### src/rtl/fir_pkg.sv
// fir_pkg: shared definitions for the FIR coefficient loader.
// Holds FSM state encoding, geometry defaults and the RAM address packer.
package fir_pkg;

    localparam int C_NUM_TAPS      = 33;
    localparam int C_TAPS_PER_BANK = 10;
    localparam int C_NUM_BANKS     = 4;
    localparam int C_SETTLE_CYC    = 25;
    localparam int C_DATA_W        = 16;

    localparam int BANK_W  = 2;
    localparam int LOCAL_W = 4;
    localparam int ADDR_W  = BANK_W + LOCAL_W;

    typedef enum logic [2:0] {
        ST_IDLE,
        ST_ARM,
        ST_SETTLE,
        ST_WRITE,
        ST_LAST,
        ST_FINISH
    } state_t;

    // RAM address layout: bank in [5:4], local tap index in [3:0].
    function automatic logic [ADDR_W-1:0] ram_addr(
        input logic [BANK_W-1:0]  bank,
        input logic [LOCAL_W-1:0] loc
    );
        return {bank, loc};
    endfunction

endpackage

### src/rtl/fir_coeff_load_ctrl_if.sv
// fir_coeff_load_ctrl_if: coefficient stream valid/ready handshake.
// Ports: coef_valid, coef_data (source->loader), coef_ready (loader->source).
interface fir_coeff_load_ctrl_if #(
    parameter int DATA_W = fir_pkg::C_DATA_W
);

    logic              coef_valid;
    logic [DATA_W-1:0] coef_data;
    logic              coef_ready;

    modport master (
        output coef_valid,
        output coef_data,
        input  coef_ready
    );

    modport slave (
        input  coef_valid,
        input  coef_data,
        output coef_ready
    );

endinterface

### src/rtl/fir_coeff_addr_gen.sv
// fir_coeff_addr_gen: local/bank/tap counters for the coefficient RAM.
// Ports: clk, rst_n, clr, inc in; addr {bank,local} and last_tap out.
module fir_coeff_addr_gen
    import fir_pkg::*;
#(
    parameter int NUM_TAPS      = C_NUM_TAPS,
    parameter int TAPS_PER_BANK = C_TAPS_PER_BANK,
    parameter int NUM_BANKS     = C_NUM_BANKS
) (
    input  logic              clk,
    input  logic              rst_n,
    input  logic              clr,
    input  logic              inc,
    output logic [ADDR_W-1:0] addr,
    output logic              last_tap
);

    localparam int TAP_W = $clog2(NUM_TAPS);

    localparam logic [LOCAL_W-1:0] LOCAL_MAX = LOCAL_W'(TAPS_PER_BANK - 1);
    localparam logic [BANK_W-1:0]  BANK_MAX  = BANK_W'(NUM_BANKS - 1);
    localparam logic [TAP_W-1:0]   TAP_MAX   = TAP_W'(NUM_TAPS - 1);

    logic [LOCAL_W-1:0] loc;
    logic [BANK_W-1:0]  bank;
    logic [TAP_W-1:0]   tap;

    always_ff @(posedge clk or negedge rst_n) begin
        if (!rst_n) begin
            loc  <= '0;
            bank <= '0;
            tap  <= '0;
        end else if (clr) begin
            loc  <= '0;
            bank <= '0;
            tap  <= '0;
        end else if (inc) begin
            tap <= (tap == TAP_MAX) ? '0 : tap + 1'b1;
            // Local index wraps per bank; the bank counter carries.
            if (loc == LOCAL_MAX) begin
                loc  <= '0;
                bank <= (bank == BANK_MAX) ? '0 : bank + 1'b1;
            end else begin
                loc <= loc + 1'b1;
            end
        end
    end

    assign addr     = ram_addr(bank, loc);
    assign last_tap = (tap == TAP_MAX);

endmodule

### src/rtl/fir_coeff_load_ctrl.sv
// fir_coeff_load_ctrl: reloads FIR taps into the 4-bank SPSRAM.
// Ports: iClk12M, iRsn, iEnSample600k, iLoadReq, iAbort; coef stream
// (valid/data/ready); RAM write port oCsnRam/oWrnRam/oAddrRam/oWrDtRam;
// oCoeffUpdateFlag to the filter; status oBusy, oDone, oAborted.
module fir_coeff_load_ctrl
    import fir_pkg::*;
#(
    parameter int NUM_TAPS      = C_NUM_TAPS,
    parameter int TAPS_PER_BANK = C_TAPS_PER_BANK,
    parameter int NUM_BANKS     = C_NUM_BANKS,
    parameter int SETTLE_CYC    = C_SETTLE_CYC,
    parameter int DATA_W        = C_DATA_W
) (
    input  logic                        iClk12M,
    input  logic                        iRsn,
    input  logic                        iEnSample600k,
    input  logic                        iLoadReq,
    input  logic                        iAbort,
    fir_coeff_load_ctrl_if.slave        coef,
    output logic                        oCoeffUpdateFlag,
    output logic                        oCsnRam,
    output logic                        oWrnRam,
    output logic [ADDR_W-1:0]           oAddrRam,
    output logic [DATA_W-1:0]           oWrDtRam,
    output logic                        oBusy,
    output logic                        oDone,
    output logic                        oAborted
);

    localparam int SET_W = $clog2(SETTLE_CYC + 1);
    localparam logic [SET_W-1:0] SET_LOAD = SET_W'(SETTLE_CYC - 1);

    state_t            state, state_d;
    logic [SET_W-1:0]  cnt, cnt_d;
    logic              ready_q, ready_d;
    logic              flag_q, flag_d;
    logic              csn_q, wrn_q, csn_d;
    logic [ADDR_W-1:0] addr_q;
    logic [DATA_W-1:0] data_q;
    logic              busy_q, busy_d;
    logic              done_q, done_d;
    logic              abt_q, abt_d;
    logic              wr_ld;
    logic              clr, inc;
    logic              hs;
    logic [ADDR_W-1:0] gen_addr;
    logic              last_tap;

    fir_coeff_addr_gen #(
        .NUM_TAPS      (NUM_TAPS),
        .TAPS_PER_BANK (TAPS_PER_BANK),
        .NUM_BANKS     (NUM_BANKS)
    ) u_addr_gen (
        .clk      (iClk12M),
        .rst_n    (iRsn),
        .clr      (clr),
        .inc      (inc),
        .addr     (gen_addr),
        .last_tap (last_tap)
    );

    assign hs = coef.coef_valid & ready_q;

    always_comb begin
        state_d = state;
        cnt_d   = cnt;
        ready_d = ready_q;
        flag_d  = flag_q;
        csn_d   = 1'b1;
        done_d  = 1'b0;
        abt_d   = 1'b0;
        wr_ld   = 1'b0;
        clr     = 1'b0;
        inc     = 1'b0;
        unique case (state)
            ST_IDLE: begin
                if (iLoadReq) begin
                    state_d = ST_ARM;
                    clr     = 1'b1;
                end
            end
            ST_ARM: begin
                if (iEnSample600k) begin
                    state_d = ST_SETTLE;
                    flag_d  = 1'b1;
                    cnt_d   = SET_LOAD;
                end
            end
            ST_SETTLE: begin
                // Ready rises as the count hits zero, so the first
                // write lands SETTLE_CYC clocks after the flag rose.
                if (cnt <= SET_W'(1)) begin
                    state_d = ST_WRITE;
                    ready_d = 1'b1;
                    cnt_d   = '0;
                end else begin
                    cnt_d = cnt - 1'b1;
                end
            end
            ST_WRITE: begin
                if (hs) begin
                    csn_d = 1'b0;
                    wr_ld = 1'b1;
                    inc   = 1'b1;
                    if (last_tap) begin
                        ready_d = 1'b0;
                        state_d = ST_LAST;
                    end
                end
            end
            ST_LAST: begin
                state_d = ST_FINISH;
            end
            ST_FINISH: begin
                state_d = ST_IDLE;
                flag_d  = 1'b0;
                done_d  = 1'b1;
            end
            default: begin
                state_d = ST_IDLE;
            end
        endcase
        // Abort wins over any coincident handshake.
        if (iAbort &&
            state inside {ST_ARM, ST_SETTLE, ST_WRITE, ST_LAST}) begin
            state_d = ST_IDLE;
            flag_d  = 1'b0;
            ready_d = 1'b0;
            csn_d   = 1'b1;
            abt_d   = 1'b1;
            wr_ld   = 1'b0;
            inc     = 1'b0;
        end
        busy_d = (state_d != ST_IDLE);
    end

    always_ff @(posedge iClk12M or negedge iRsn) begin
        if (!iRsn) begin
            state   <= ST_IDLE;
            cnt     <= '0;
            ready_q <= 1'b0;
            flag_q  <= 1'b0;
            csn_q   <= 1'b1;
            wrn_q   <= 1'b1;
            addr_q  <= '0;
            data_q  <= '0;
            busy_q  <= 1'b0;
            done_q  <= 1'b0;
            abt_q   <= 1'b0;
        end else begin
            state   <= state_d;
            cnt     <= cnt_d;
            ready_q <= ready_d;
            flag_q  <= flag_d;
            csn_q   <= csn_d;
            wrn_q   <= csn_d;
            busy_q  <= busy_d;
            done_q  <= done_d;
            abt_q   <= abt_d;
            if (wr_ld) begin
                addr_q <= gen_addr;
                data_q <= coef.coef_data;
            end
        end
    end

    assign coef.coef_ready  = ready_q;
    assign oCoeffUpdateFlag = flag_q;
    assign oCsnRam          = csn_q;
    assign oWrnRam          = wrn_q;
    assign oAddrRam         = addr_q;
    assign oWrDtRam         = data_q;
    assign oBusy            = busy_q;
    assign oDone            = done_q;
    assign oAborted         = abt_q;

endmodule

### src/flat_wrapper.sv
// flat-port wrapper written by rule: the top's interface ports become plain ports
module fir_coeff_load_ctrl_flat import fir_pkg::*;
#(
    parameter int NUM_TAPS      = C_NUM_TAPS,
    parameter int TAPS_PER_BANK = C_TAPS_PER_BANK,
    parameter int NUM_BANKS     = C_NUM_BANKS,
    parameter int SETTLE_CYC    = C_SETTLE_CYC,
    parameter int DATA_W        = C_DATA_W
)
  (iClk12M, iRsn, iEnSample600k, iLoadReq, iAbort, oCoeffUpdateFlag, oCsnRam, oWrnRam, oAddrRam, oWrDtRam, oBusy, oDone, oAborted, coef_coef_valid, coef_coef_data, coef_coef_ready);
  fir_coeff_load_ctrl_if #(.DATA_W(DATA_W)) coef_i ();
  input  logic iClk12M;
  input  logic iRsn;
  input  logic iEnSample600k;
  input  logic iLoadReq;
  input  logic iAbort;
  output logic oCoeffUpdateFlag;
  output logic oCsnRam;
  output logic oWrnRam;
  output logic [ADDR_W-1:0] oAddrRam;
  output logic [DATA_W-1:0] oWrDtRam;
  output logic oBusy;
  output logic oDone;
  output logic oAborted;
  input wire logic [$bits(coef_i.coef_valid)-1:0] coef_coef_valid;
  input wire logic [$bits(coef_i.coef_data)-1:0] coef_coef_data;
  output wire logic [$bits(coef_i.coef_ready)-1:0] coef_coef_ready;
  assign coef_i.coef_valid = coef_coef_valid;
  assign coef_i.coef_data = coef_coef_data;
  assign coef_coef_ready = coef_i.coef_ready;
  fir_coeff_load_ctrl #(.NUM_TAPS(NUM_TAPS), .TAPS_PER_BANK(TAPS_PER_BANK), .NUM_BANKS(NUM_BANKS), .SETTLE_CYC(SETTLE_CYC), .DATA_W(DATA_W)) u_core (.iClk12M(iClk12M), .iRsn(iRsn), .iEnSample600k(iEnSample600k), .iLoadReq(iLoadReq), .iAbort(iAbort), .coef(coef_i), .oCoeffUpdateFlag(oCoeffUpdateFlag), .oCsnRam(oCsnRam), .oWrnRam(oWrnRam), .oAddrRam(oAddrRam), .oWrDtRam(oWrDtRam), .oBusy(oBusy), .oDone(oDone), .oAborted(oAborted));
endmodule
### config.mk
export PLATFORM = sky130hd
export DESIGN_NAME = fir_coeff_load_ctrl_flat
export DESIGN_NICKNAME = d
export VERILOG_FILES = /design/src/rtl/fir_pkg.sv /design/src/rtl/fir_coeff_load_ctrl_if.sv /design/src/rtl/fir_coeff_addr_gen.sv /design/src/rtl/fir_coeff_load_ctrl.sv /design/src/flat_wrapper.sv
export SDC_FILE = /design/constraint.sdc
export NUM_CORES = 1
export LEC_CHECK = 0
export BUFFER_PORTS_ARGS = -buffer_cell sky130_fd_sc_hd__buf_4
export CAP_MARGIN = 20
export CORE_MARGIN = 3
export CORE_UTILIZATION = 55
export CTS_CLUSTER_SIZE = 12
export DETAILED_ROUTE_END_ITERATION = 8
export PLACE_DENSITY = 0.81
export SLEW_MARGIN = 20
export SYNTH_ARGS = -nofsm -noshare
export SYNTH_HDL_FRONTEND = slang
export SYNTH_SLANG_ARGS = --single-unit
### constraint.sdc
create_clock -name iClk12M -period 3.6 [get_ports iClk12M]
set_clock_uncertainty 0.15 [all_clocks]
set_input_delay 0.36 -clock iClk12M [delete_from_list [all_inputs] [get_ports iClk12M]]
set_output_delay 0.36 -clock iClk12M [all_outputs]
set_load 0.05 [all_outputs]
==> flow_metrics.py <==
metrics = {
    "status": {
        "status": "completed",
    },
    "global_route": {
        "grt_pass1_wl_mm": 7.403,
        "antenna_found_initial": 0,
        "grt_max_degree": 49,
        "gr-usage-all-layers_pct": 18.85,
        "grt_pass1_vias": 1639,
        "grt_overflow": 0,
    },
    "critical_path": {
        "worst-r2r-setup-slack_ps": 860,
        "max_stage_delay_ps": 550,
        "path_cells": "nand3b_1, nor3_4, inv_1, or3_1, a21oi_1",
        "worstSetupStartpoint": "u_core.state[2]$_DFF_PN0_",
        "crit_family": "simple AND/OR/NAND/NOR gates",
        "critPathBufInv": 1,
        "r2r_end": "u_core.u_addr_gen.tap[5]$_DFFE_PN0P_",
        "crit_path_max_fanout": 29,
        "cp.arrival_ps": 2810,
        "crit_path_end_kind": "flip-flop",
        "r2r_start": "u_core.state[2]$_DFF_PN0_",
        "crit_slowest_cell": "dfrtp_1",
        "critPathRequiredTime_ps": 3670,
        "crit_path_start_kind": "flip-flop",
        "r2r_cells": 5,
        "criticalPathCategory": "flip-flop to flip-flop",
    },
    "floorplanning": {
        "start_util_pct": 58.76,
        "rows": 22,
        "io_pins": 51,
        "coreArea_um2": 3799,
        "die_area_um2": 4859,
        "die_w_um": 69.71,
        "die_y_um": 69.71,
    },
    "layout": {
        "finalNetCount": 315,
        "n_antenna_cell": 0,
        "syn2layout_area_growth_pct": 21.36,
        "fin_cells": 337,
        "drive_gt1_share_pct": 22.84,
        "nFillCells": 321,
    },
    "timing": {
        "tightest_slew_ps": 779.1,
        "hold_ws_ps": 99.20,
        "drv_slew": 0,
        "max_freq_mhz": 364.6,
        "slew_headroom_pct": 48.00,
        "fin_crit_sh_pct": 76.19,
        "min_period_ps": 2743,
        "rsz0062_at_grt": "no",
        "hold_viol_final": 0,
        "tns_ps": 0,
        "finalSetupViolCount": 0,
    },
    "power_and_ir_drop": {
        "power_switching_mw": 0.8408,
        "switching_share_pct": 43.90,
        "pwr-share-clk_pct": 15.7,
        "leakage_nw": 1.439,
        "power_frac_seq_pct": 40.3,
        "power.density_nw_per_um2": 707.0,
        "power_mw": 1.915,
        "comb_power_share_pct": 44.0,
        "vdd_ir_drop_max_mv": 0.5863,
        "p_int_mw": 1.074,
    },
    "clock_tree": {
        "cts_num_sinks": 48,
        "cts_tree": "done",
        "post_cts_buffers": 0,
        "path_clk_slew_ps": 80,
        "clock_path_buffers": 2,
        "holdBufCountCts": 1,
        "cts-buffers-inserted": 5,
        "cts_max_level": 2,
        "worstSkewPairLatency_ps": 290,
        "cts_root_buffer": "clkbuf_8",
        "cts_resized": 0,
    },
    "logic_synthesis": {
        "synthDistinctLibCells": 46,
        "synth_edf_count": 0,
        "synth_fa_ha_area_share_pct": 2.803,
        "synthTopCellsByArea": "dfrtp_1 53%, nand2_1 13%, o21ai_0 3.4%",
        "seq_area_frac_synth_pct": 53.87,
        "synth_xor_area_share_pct": 1.570,
        "yosysWarningCount": 0,
        "synth_seq_cells": 48,
        "synth_top_area_cell": "dfrtp_1",
        "synthSimpleGateAreaFrac_pct": 26.57,
        "synth_top_area_share_pct": 52.69,
        "synth_compound_area_share_pct": 10.15,
        "syn_inst": 241,
        "synth.area.mux_share_pct": 1.345,
        "synth_top_family_by_area": "simple AND/OR/NAND/NOR gates",
        "avgSynthCellArea_um2": 9.262,
        "yosys_most_used_dff": "dfrtp_1",
        "netlist_area_um2": 2232,
        "synth_fp_nets": 268,
        "async_reset_ff_share_pct": 100.0,
    },
    "placement": {
        "post-place-cells": 328,
        "port_buffers": 50,
        "gp_congestion": 0.7986,
        "place_hpwl_mm": 3.102,
    },
    "hold_path": {
        "holdPathStages": 3,
        "min_path_type": "input port to flip-flop",
        "hold_path.startpoint": "coef_coef_data[0]",
        "holdPathEnd": "u_core.oWrDtRam[0]$_DFFE_PN0P_",
    },
    "detailed_routing": {
        "dr.pass1.iters": 4,
        "drtIter0Drc": 129,
        "wl_per_cell_um": 13.00,
        "drc": 0,
        "vias_per_cell": 5.294,
        "ant_nets": 0,
        "vias": 1784,
        "finalWirelength_mm": 4.380,
    },
    "flow_run": {
        "drv_cap": 0,
    },
}
-- sequential cells by signal (all words and copies together), names as in the netlist --
name                     cells
u_core.oWrDtRam             16
u_core.oAddrRam              6
u_core.u_addr_gen.tap        6
u_core.cnt                   5
u_core.u_addr_gen.loc        4
u_core.state                 3
u_core.u_addr_gen.bank       2
u_core.coef.coef_ready       1
u_core.oAborted              1
u_core.oBusy                 1
u_core.oCoeffUpdateFlag      1
u_core.oCsnRam               1
u_core.oDone                 1
-- metrics by stage --
stage | setup WS (ps) | area (um2) | utilization (%)
floorplan | 1691 | 2232 | -
global route | 630.0 | 2709 | 71.31
finish | 857.3 | 2709 | 71.31
CTS | 833.1 | 2709 | 71.31
global placement | 872.4 | 2618 | 68.91
detailed placement | 853.0 | 2618 | 68.91
-- layer usage --
| layer | wire [um] | track usage (%) | up-vias |
|---|---|---|---|
| met5 | 0 | 0 | - |
| met4 | 58 | 5.745 | 0 |
| met3 | 214 | 6.087 | 6 |
| met2 | 2143 | 30.61 | 37 |
| met1 | 1964 | 24.12 | 853 |
| li1 | - | - | 888 |
-- worst min-delay path, delay by kind of cell --
family        cells  cell delay [ps]
simple gates      2               80
buf+inv           1               80
-- cell families after synthesis --
logic type                 count (synthesis)
AOI/OAI and AO/OA                         35
adders and majority gates                  5
and+or+nand+nor                          129
DFF                                       48
xor gates and xnor gates                   4
muxes                                      3
buffers and inverters                     17
-- power groups by stage --
stage / logic, mW / registers (mW) / clock network, mW
after floorplan: 0.288 / 1.09 / 0
after global placement: 0.834 / 0.774 / 0
after detailed placement: 0.845 / 0.781 / 0
after CTS: 0.848 / 0.771 / 0.313
after global routing: 0.900 / 0.795 / 0.335
final: 0.842 / 0.772 / 0.301
-- how the worst max path moves through the flow --
stage | to | cells past startpoint
after floorplan | u_core.state[0]$_DFF_PN0_ | 7
after global placement | u_core.u_addr_gen.tap[5]$_DFFE_PN0P_ | 5
after detailed placement | u_core.u_addr_gen.tap[5]$_DFFE_PN0P_ | 5
after CTS | u_core.u_addr_gen.tap[5]$_DFFE_PN0P_ | 5
after global routing | u_core.u_addr_gen.tap[5]$_DFFE_PN0P_ | 5
final | u_core.u_addr_gen.tap[5]$_DFFE_PN0P_ | 5
-- layout make-up --
cell class / instances / area, um2 / share of cell area, %
Timing Repair Buffer: 52 / 392.9 / 14.50
Clock buffer: 7 / 76.32 / 2.818
Sequential cell: 48 / 1202 / 44.39
Inverter: 5 / 18.77 / 0.6928
Multi-Input combinational cell: 176 / 953.4 / 35.20
Clock inverter: 1 / 5.005 / 0.1848
Tap cell: 48 / 60.06 / 2.217
-- synthesized netlist by cell type (2+ instances only) --
library cell and n:
and3b_1 3, ha_1 5, nand3b_1 2, a21oi_1 5
nand2_1 80, a21oi_2 2, or3_1 3, nor3_1 2
buf_2 5, dfrtp_1 47, nand4_1 2, a211o_1 2
nand3_1 2, clkbuf_1 4, inv_1 5, nor2_1 18
nor2b_1 3, mux2i_1 3, nand2b_1 3, xor2_1 3
o21ai_0 15, nand4b_1 2, and3_1 2
-- placed cells by master (no fill, tap or decap), types with 3 or more instances in the layout --
master,count
and3b_1,3
nand2_1,80
ha_1,5
or3_1,3
clkbuf_8,5
inv_1,5
buf_4,51
xor2_1,3
dfrtp_1,47
o21ai_0,15
mux2i_1,3
a21oi_1,5
nor2_1,18
nand2b_1,3
nor2b_1,3
No activity file was read; power rests on OpenSTA's default activity.
